**src/rtl/ysyx_24100029_icache_if.sv**
```systemverilog
// Read-channel bundles for the instruction cache: single-beat IFU link and
// the burst-capable memory-side link.
interface ysyx_24100029_icache_if;
  logic        arvalid;
  logic        arready;
  logic [31:0] araddr;
  logic        rvalid;
  logic        rready;
  logic [31:0] rdata;
  logic [1:0]  rresp;
  logic        rlast;

  modport master (output arvalid, araddr, rready,
                  input  arready, rvalid, rdata, rresp, rlast);
  modport slave  (input  arvalid, araddr, rready,
                  output arready, rvalid, rdata, rresp, rlast);
endinterface

interface ysyx_24100029_icache_mem_if;
  logic        arvalid;
  logic        arready;
  logic [31:0] araddr;
  logic [7:0]  arlen;
  logic [2:0]  arsize;
  logic [1:0]  arburst;
  logic        rvalid;
  logic        rready;
  logic [31:0] rdata;
  logic [1:0]  rresp;
  logic        rlast;

  modport master (output arvalid, araddr, arlen, arsize, arburst, rready,
                  input  arready, rvalid, rdata, rresp, rlast);
  modport slave  (input  arvalid, araddr, arlen, arsize, arburst, rready,
                  output arready, rvalid, rdata, rresp, rlast);
endinterface

```
**src/rtl/ysyx_24100029_icache.sv**
```systemverilog
// Direct-mapped instruction cache: single-beat IFU read slave, INCR-burst line
// refill on the memory side, fence_i invalidation and hit/miss counters.
module ysyx_24100029_icache #(
  parameter int unsigned LINE_WORDS = 4,
  parameter int unsigned SETS       = 16
) (
  input  logic                         clock,
  input  logic                         reset,
  input  logic                         fence_i,
  ysyx_24100029_icache_if.slave        s,
  ysyx_24100029_icache_mem_if.master   m,
  output logic [31:0]                  hit_cnt,
  output logic [31:0]                  miss_cnt
);
  localparam int unsigned OFF   = $clog2(LINE_WORDS * 4);
  localparam int unsigned IDX   = $clog2(SETS);
  localparam int unsigned TAG_W = 32 - IDX - OFF;
  localparam int unsigned WB    = OFF - 2;

  localparam logic [2:0] IDLE    = 3'd0;
  localparam logic [2:0] LOOKUP  = 3'd1;
  localparam logic [2:0] MISS_AR = 3'd2;
  localparam logic [2:0] MISS_R  = 3'd3;
  localparam logic [2:0] RESP    = 3'd4;

  logic [2:0]       state;
  logic [31:0]      addr_q;
  logic [SETS-1:0]  valid_q;
  logic [TAG_W-1:0] tag_mem  [SETS];
  logic [31:0]      data_mem [SETS][LINE_WORDS];
  logic [WB-1:0]    beat_q;
  logic             err_q;
  logic             fence_seen_q;
  logic [1:0]       rresp_q;
  logic [31:0]      rdata_q;

  logic [TAG_W-1:0] req_tag;
  logic [IDX-1:0]   req_idx;
  logic [WB-1:0]    req_word;
  logic             hit;
  logic             last_beat;
  logic             refill_ok;
  logic             unused_addr_lsb;

  assign req_tag  = addr_q[31:IDX+OFF];
  assign req_idx  = addr_q[IDX+OFF-1:OFF];
  assign req_word = addr_q[OFF-1:2];
  // Fetches are word aligned; the byte offset carries no information.
  assign unused_addr_lsb = ^addr_q[1:0];

  assign hit       = valid_q[req_idx] && (tag_mem[req_idx] == req_tag);
  assign last_beat = m.rvalid && (m.rlast || (beat_q == WB'(LINE_WORDS - 1)));
  assign refill_ok = !err_q && (m.rresp == 2'b00) && !fence_seen_q;

  assign s.arready = (state == IDLE);
  assign s.rvalid  = (state == RESP);
  assign s.rlast   = (state == RESP);
  assign s.rdata   = rdata_q;
  assign s.rresp   = rresp_q;

  assign m.arvalid = (state == MISS_AR);
  assign m.araddr  = {addr_q[31:OFF], {OFF{1'b0}}};
  assign m.arlen   = 8'(LINE_WORDS - 1);
  assign m.arsize  = 3'b010;
  assign m.arburst = 2'b01;
  assign m.rready  = (state == MISS_R);

  always_ff @(posedge clock or negedge reset) begin
    if (!reset) begin
      state        <= IDLE;
      addr_q       <= '0;
      valid_q      <= '0;
      beat_q       <= '0;
      err_q        <= 1'b0;
      fence_seen_q <= 1'b0;
      rresp_q      <= '0;
      rdata_q      <= '0;
      hit_cnt      <= '0;
      miss_cnt     <= '0;
    end else begin
      case (state)
        IDLE: begin
          if (s.arvalid) begin
            addr_q <= s.araddr;
            state  <= LOOKUP;
          end
        end
        LOOKUP: begin
          if (hit) begin
            rdata_q <= data_mem[req_idx][req_word];
            rresp_q <= 2'b00;
            hit_cnt <= hit_cnt + 32'd1;
            state   <= RESP;
          end else begin
            miss_cnt     <= miss_cnt + 32'd1;
            err_q        <= 1'b0;
            rresp_q      <= 2'b00;
            fence_seen_q <= 1'b0;
            state        <= MISS_AR;
          end
        end
        MISS_AR: begin
          if (fence_i) fence_seen_q <= 1'b1;
          if (m.arready) begin
            beat_q <= '0;
            state  <= MISS_R;
          end
        end
        MISS_R: begin
          if (fence_i) fence_seen_q <= 1'b1;
          if (m.rvalid) begin
            beat_q <= beat_q + WB'(1);
            if (beat_q == req_word) rdata_q <= m.rdata;
            if (m.rresp != 2'b00) begin
              err_q <= 1'b1;
              if (!err_q) rresp_q <= m.rresp;
            end
            if (last_beat) state <= RESP;
          end
        end
        RESP: begin
          if (s.rready) state <= IDLE;
        end
        default: state <= IDLE;
      endcase

      // A fence in the same cycle as the final beat wins over validation.
      if (fence_i) valid_q <= '0;
      else if ((state == MISS_R) && last_beat && refill_ok) valid_q[req_idx] <= 1'b1;
    end
  end

  always_ff @(posedge clock) begin
    if ((state == MISS_R) && m.rvalid) begin
      data_mem[req_idx][beat_q] <= m.rdata;
      if (last_beat) tag_mem[req_idx] <= req_tag;
    end
  end
endmodule

```
**src/flat_wrapper.sv**
```systemverilog
// flat-port wrapper written by rule: the top's interface ports become plain ports
module ysyx_24100029_icache_flat 
#(
  parameter int unsigned LINE_WORDS = 4,
  parameter int unsigned SETS       = 16
)
  (clock, reset, fence_i, hit_cnt, miss_cnt, s_arvalid, s_araddr, s_rready, s_arready, s_rvalid, s_rdata, s_rresp, s_rlast, m_arvalid, m_araddr, m_arlen, m_arsize, m_arburst, m_rready, m_arready, m_rvalid, m_rdata, m_rresp, m_rlast);
  ysyx_24100029_icache_if s_i ();
  ysyx_24100029_icache_mem_if m_i ();
  input  logic clock;
  input  logic reset;
  input  logic fence_i;
  output logic [31:0] hit_cnt;
  output logic [31:0] miss_cnt;
  input wire logic [$bits(s_i.arvalid)-1:0] s_arvalid;
  input wire logic [$bits(s_i.araddr)-1:0] s_araddr;
  input wire logic [$bits(s_i.rready)-1:0] s_rready;
  output wire logic [$bits(s_i.arready)-1:0] s_arready;
  output wire logic [$bits(s_i.rvalid)-1:0] s_rvalid;
  output wire logic [$bits(s_i.rdata)-1:0] s_rdata;
  output wire logic [$bits(s_i.rresp)-1:0] s_rresp;
  output wire logic [$bits(s_i.rlast)-1:0] s_rlast;
  output wire logic [$bits(m_i.arvalid)-1:0] m_arvalid;
  output wire logic [$bits(m_i.araddr)-1:0] m_araddr;
  output wire logic [$bits(m_i.arlen)-1:0] m_arlen;
  output wire logic [$bits(m_i.arsize)-1:0] m_arsize;
  output wire logic [$bits(m_i.arburst)-1:0] m_arburst;
  output wire logic [$bits(m_i.rready)-1:0] m_rready;
  input wire logic [$bits(m_i.arready)-1:0] m_arready;
  input wire logic [$bits(m_i.rvalid)-1:0] m_rvalid;
  input wire logic [$bits(m_i.rdata)-1:0] m_rdata;
  input wire logic [$bits(m_i.rresp)-1:0] m_rresp;
  input wire logic [$bits(m_i.rlast)-1:0] m_rlast;
  assign s_i.arvalid = s_arvalid;
  assign s_i.araddr = s_araddr;
  assign s_i.rready = s_rready;
  assign s_arready = s_i.arready;
  assign s_rvalid = s_i.rvalid;
  assign s_rdata = s_i.rdata;
  assign s_rresp = s_i.rresp;
  assign s_rlast = s_i.rlast;
  assign m_arvalid = m_i.arvalid;
  assign m_araddr = m_i.araddr;
  assign m_arlen = m_i.arlen;
  assign m_arsize = m_i.arsize;
  assign m_arburst = m_i.arburst;
  assign m_rready = m_i.rready;
  assign m_i.arready = m_arready;
  assign m_i.rvalid = m_rvalid;
  assign m_i.rdata = m_rdata;
  assign m_i.rresp = m_rresp;
  assign m_i.rlast = m_rlast;
  ysyx_24100029_icache #(.LINE_WORDS(LINE_WORDS), .SETS(SETS)) u_core (.clock(clock), .reset(reset), .fence_i(fence_i), .s(s_i), .m(m_i), .hit_cnt(hit_cnt), .miss_cnt(miss_cnt));
endmodule
```
**config.mk**
```make
export PLATFORM = sky130hd
export DESIGN_NAME = ysyx_24100029_icache_flat
export DESIGN_NICKNAME = d
export VERILOG_FILES = /design/src/rtl/ysyx_24100029_icache_if.sv /design/src/rtl/ysyx_24100029_icache.sv /design/src/flat_wrapper.sv
export SDC_FILE = /design/constraint.sdc
export NUM_CORES = 2
export LEC_CHECK = 0
export BUFFER_PORTS_ARGS = -buffer_cell sky130_fd_sc_hd__buf_2
export CORE_UTILIZATION = 56
export DETAILED_ROUTE_END_ITERATION = 8
export PLACE_DENSITY_LB_ADDON = 0.12
export SYNTH_ARGS = -nofsm -noshare
export SYNTH_HDL_FRONTEND = slang
export SYNTH_SLANG_ARGS = --single-unit
export TNS_END_PERCENT = 100
```
**constraint.sdc**
```tcl
create_clock -name clock -period 4.5 [get_ports clock]
set_clock_uncertainty 0.15 [all_clocks]
set_input_delay 0.9 -clock clock [delete_from_list [all_inputs] [get_ports clock]]
set_output_delay 0.9 -clock clock [all_outputs]
set_load 0.02 [all_outputs]
```
==> metrics.md <==
| Metric | Value |
|---|---|
| Critical path class | reg2reg |
| Final-stage net count | 4962 |
| Dpl cell area | 106000 um^2 |
| Area Growth Syn to Fin | 13.7% |
| Clock transition at path regs | approximately 0.06 ns |
| Yosys top cell by area | edfxtp_1 |
| Finished Layout Cells | 7429 |
| Grt ovf | 0 |
| Worst Hold Class | in2reg |
| Mapped Cells | 4444 |
| Tcrit/Tclk final | 97.4% |
| DRC | 4 |
| Pre-CTS setup slack | between 0.15 and 0.2 ns |
| Number of buffers created by CTS | about 280 |
| Max Slew Vio Count | 0 |
| DRT Pass-1 Iters | 9 |
| Initial core utilization | 56.3% |
| YS warnings | 0 |
| Combinational family with the most area after synthesis | multiplexers |
| Via/cell ratio | 6.43 |
| Reg area | 76800 um^2 |
| Final WS setup | between 0.1 and 0.15 ns |
| Crit Reg-Reg Startpoint | u_core.addr_q[4]$_DFFE_PN0P_ |
| CTS tree | built |
| PwrDens | 601 nW/um^2 |
| Synth Area in Simple Gates | 2.10% |
| Share of layout cells above drive strength 1 | 32.9% |
| Design Area, Final | 114000 um^2 |
| Antenna-violating nets left | 0 |
| Reg2reg end | u_core.s.rdata[20]$_DFFE_PN0P_ |
| Asr flop ratio synth | 5.85% |
| Routability cong. | 0.827 |
| R2r setup slk | 0.12 ns |
| Endpoints failing hold | 0 |
| Worst Path Max Fanout | 28 |
| Die W | 426 um |
| Adder-Cell Fraction of Synth Area | less than 1% |
| Largest net degree at the start of global routing | 113 |
| Wire length per cell | between 30 and 40 um |
| Final setup viols | 0 |
| Hold path startpoint | s_araddr[31] |
| Htree depth | 5 |
| Routed via count | 47.8k |
| Core footprint | around 180000 um^2 |
| Worst EP arrival | roughly 5 ns |
| Post-CTS setup buffer count | 0 |
| Worst EP required | 5.12 ns |
| Unrepaired setup endpoints after global routing | no |
| Clock Latency Late Sink | 0.91 ns |
| Slew HR | 16.5% |
| Rows | 155 |
| First-pass GRT wire length | 342000 um |
| Slew @ Worst Pin | approximately 1.3 ns |
| WL final | 240000 um |
| Post-synth EDFFs | ~2.4k |
| PortBufs | 202 |
| Avg Cell Area, Syn | 22.6 um^2 |
| Dpl cells | 6956 |
| Static Leak | 36.9 nW |
| Crit path launch type | register |
| Max-Cap Viols | 0 |
| Peak supply drop | 0.480 mV |
| Total Routing Usage GR | 26.8% |
| Number of fill cells | roughly 12k |
| Die area | approximately 180000 um^2 |
| Multiplexer area fraction after synthesis | a little under a fifth |
| Max Fclk | roughly 230 MHz |
| Clk sinks | around 2.6k |
| Post-route minimum period | between 4 and 5 ns |
| FF-to-FF path depth | 12 |
| DIE HEIGHT | 426 um |
| Failing checks | DRC |
| Post-synth top area share | approximately 73% |
| Distinct cells, synth | 72 |
| Top cells by area, synth | edfxtp_1, mux4_2, dfrtp_1, mux2i_1, mux2_2 |
| Status | complete, but fails checks |
| Sequential fraction of the synthesis area | roughly 76% |
| HPWL Detailed | around 130000 um |
| I/O pins | around 220 |
| Clock tree buffer depth | 4 |
| Predominant post-synthesis flop cell | edfxtp_1 |
| Footprint of the multi-input gates | 22900 um^2 |
| Setup tns final | 0 ns |
| Crit end category | register |
| Min-Delay Path Depth | 3 |
| Synthesized area | 100000 um^2 |
| Initial DRC Count | 5338 |
| Hold endpoint | u_core.addr_q[31]$_DFFE_PN0P_ |
| Initial antenna violation count | 32 |
| Compound-Gate Fraction of Synth Area | less than 1% |
| Xor/xnor share of the synthesized area | 0.741% |
| Flops & latches, synth | around 2.6k |
| CTS root buf | clkbuf_16 |
| Via count of the first global-routing pass | 47.6k |
==> sequential cells by signal, summed over array words and instances (netlist names), 2 cells and up <==
name             cells
u_core.addr_q       30
u_core.tag_mem     384
u_core.beat_q        2
u_core.s.rresp       2
u_core.s.rdata      32
u_core.valid_q      16
u_core.miss_cnt     32
u_core.state         3
u_core.hit_cnt      32
u_core.data_mem   2048
==> cell usage after synthesis (2+ instances only) <==
master     count
a2111oi_0      2
a211oi_1       2
a21oi_1        7
a221oi_1       5
a22o_1        14
a22oi_1       17
a31oi_1       20
and2_1        11
and3_1        17
and4_1        10
buf_1         19
buf_2         70
buf_4         63
buf_6          6
clkbuf_1     117
conb_1         2
dfrtp_1      151
edfxtp_1    2432
ha_1           6
inv_1         27
mux2_2        56
mux2i_1       95
mux4_2       743
nand2_1      164
nand2b_1       8
nand3_1       27
nand3b_1       7
nand4_1       22
nor2_1       122
nor2b_1       11
nor3_1        14
nor3b_1        7
nor4_1        10
nor4b_1        2
o2111ai_1      4
o211ai_1       3
o21ai_0       24
o21ai_1        2
o22ai_1        6
o2bb2ai_1      2
o311a_1        2
o31ai_1        2
xnor2_1       51
xor2_1        34
==> kinds of logic after synthesis <==
| family | after synthesis |
|---|---|
| flip-flops | 2583 |
| adder cells (fa/ha/maj) | 6 |
| other | 2 |
| multiplexers | 894 |
| AND/OR/NAND/NOR | 445 |
| buffers and inverters | 303 |
| AO/OA/AOI/OAI | 126 |
| XOR/XNOR | 85 |
==> how the worst max path moves through the flow <==
stage / start / to / slack [ns] / cells after the start
2_1_floorplan: u_core.addr_q[7]$_DFFE_PN0P_ / u_core.data_mem[8][100]$_DFFE_PP_ / 0.02 / 11
3_3_place_gp: u_core.addr_q[4]$_DFFE_PN0P_ / u_core.s.rdata[23]$_DFFE_PN0P_ / 0.25 / 13
3_5_place_dp: u_core.addr_q[5]$_DFFE_PN0P_ / u_core.s.rdata[20]$_DFFE_PN0P_ / 0.17 / 12
4_1_cts: u_core.addr_q[5]$_DFFE_PN0P_ / u_core.s.rdata[20]$_DFFE_PN0P_ / 0.14 / 12
5_1_grt: u_core.addr_q[4]$_DFFE_PN0P_ / u_core.s.rdata[30]$_DFFE_PN0P_ / 0.03 / 12
6_report: u_core.addr_q[4]$_DFFE_PN0P_ / u_core.s.rdata[20]$_DFFE_PN0P_ / 0.12 / 12
==> what timing repair did <==
| action | 4_1_cts | 5_1_grt |
|---|---|---|
| endpoints found under the hold margin | 61 | 0 |
| hold buffers | 1 | 0 |
| setup endpoints to repair | 0 | 28 |
| resized for setup | 0 | 3 |
==> routing by layer <==
layer | wire (um) | vias up | track usage, % | part of all wire [%]
met2 | 116000 | 2091 | 42.0 | 48
met5 | 25 | - | 0 | 0.010
li1 | - | 19500 | - | -
met1 | 95700 | 25800 | 38.0 | 40
met4 | 7280 | 4 | 8.23 | 3.0
met3 | 20900 | 430 | 6.24 | 8.7
==> area by class of cell <==
class | instances | share of cell area [%]
Clock buffer | 355 | 6.56
Sequential cell | 2583 | 67.2
Inverter | 28 | 0.0920
Clock inverter | 108 | 0.542
Tap cell | 2355 | 2.58
Timing Repair Buffer | 418 | 2.94
Multi-Input combinational cell | 1573 | 20.0
Antenna cell | 9 | 0.0197
==> power breakdown <==
part	total [mW]	internal, mW	switching (mW)
sequential	28.2	27.3	0.883
combinational	19.7	9.10	10.6
clock	20.8	12.0	8.79
==> metrics by stage <==
step	hold WS, ns	power [mW]	utilization, %
6_report	0.0649	68.6	64.0
5_1_grt	0.0501	71.0	64.0
4_1_cts	0.0116	69.0	64.0
3_5_place_dp	0.302	48.4	59.5
3_3_place_gp	0.302	48.2	59.5
2_1_floorplan	0.307	41.7	-
==> cell usage in the layout (no fill, tap or decap), types with 9 or more instances in the layout <==
cell type / netlist / layout
edfxtp_1: 2432 / 2432
mux4_2: 743 / 743
clkbuf_16: 0 / 287
buf_2: 70 / 201
nand2_1: 164 / 162
buf_4: 63 / 157
dfrtp_1: 151 / 145
mux2i_1: 95 / 95
nor2_4: 0 / 80
clkbuf_1: 117 / 62
buf_12: 0 / 57
mux2_2: 56 / 56
clkinv_1: 1 / 56
xnor2_1: 51 / 51
nor2_1: 122 / 41
clkinv_2: 0 / 39
xor2_1: 34 / 34
inv_1: 27 / 27
nand3_1: 27 / 27
o21ai_0: 24 / 24
nand4_1: 22 / 22
a31oi_1: 20 / 20
and3_1: 17 / 17
a22oi_1: 17 / 17
conb_1: 2 / 17
nor3_1: 14 / 14
a22o_1: 14 / 14
nor2b_1: 11 / 10
and2_1: 11 / 10
and4_1: 10 / 10
diode_2: 0 / 9
nor4_1: 10 / 9
==> worst max-delay path, stage by stage, from the launching register on <==
cell and delay (ns):
dfrtp_4 0.60, buf_4 0.36, mux4_2 0.56, a22o_1 0.25
o31a_1 0.27, o32ai_1 0.43, nor4bb_1 0.34, buf_4 0.20
nand4_1 0.13, buf_4 0.19, nand2_2 0.12, buf_12 0.22
mux2_2 0.37
Note: power is estimated with default switching activity, not from simulation.
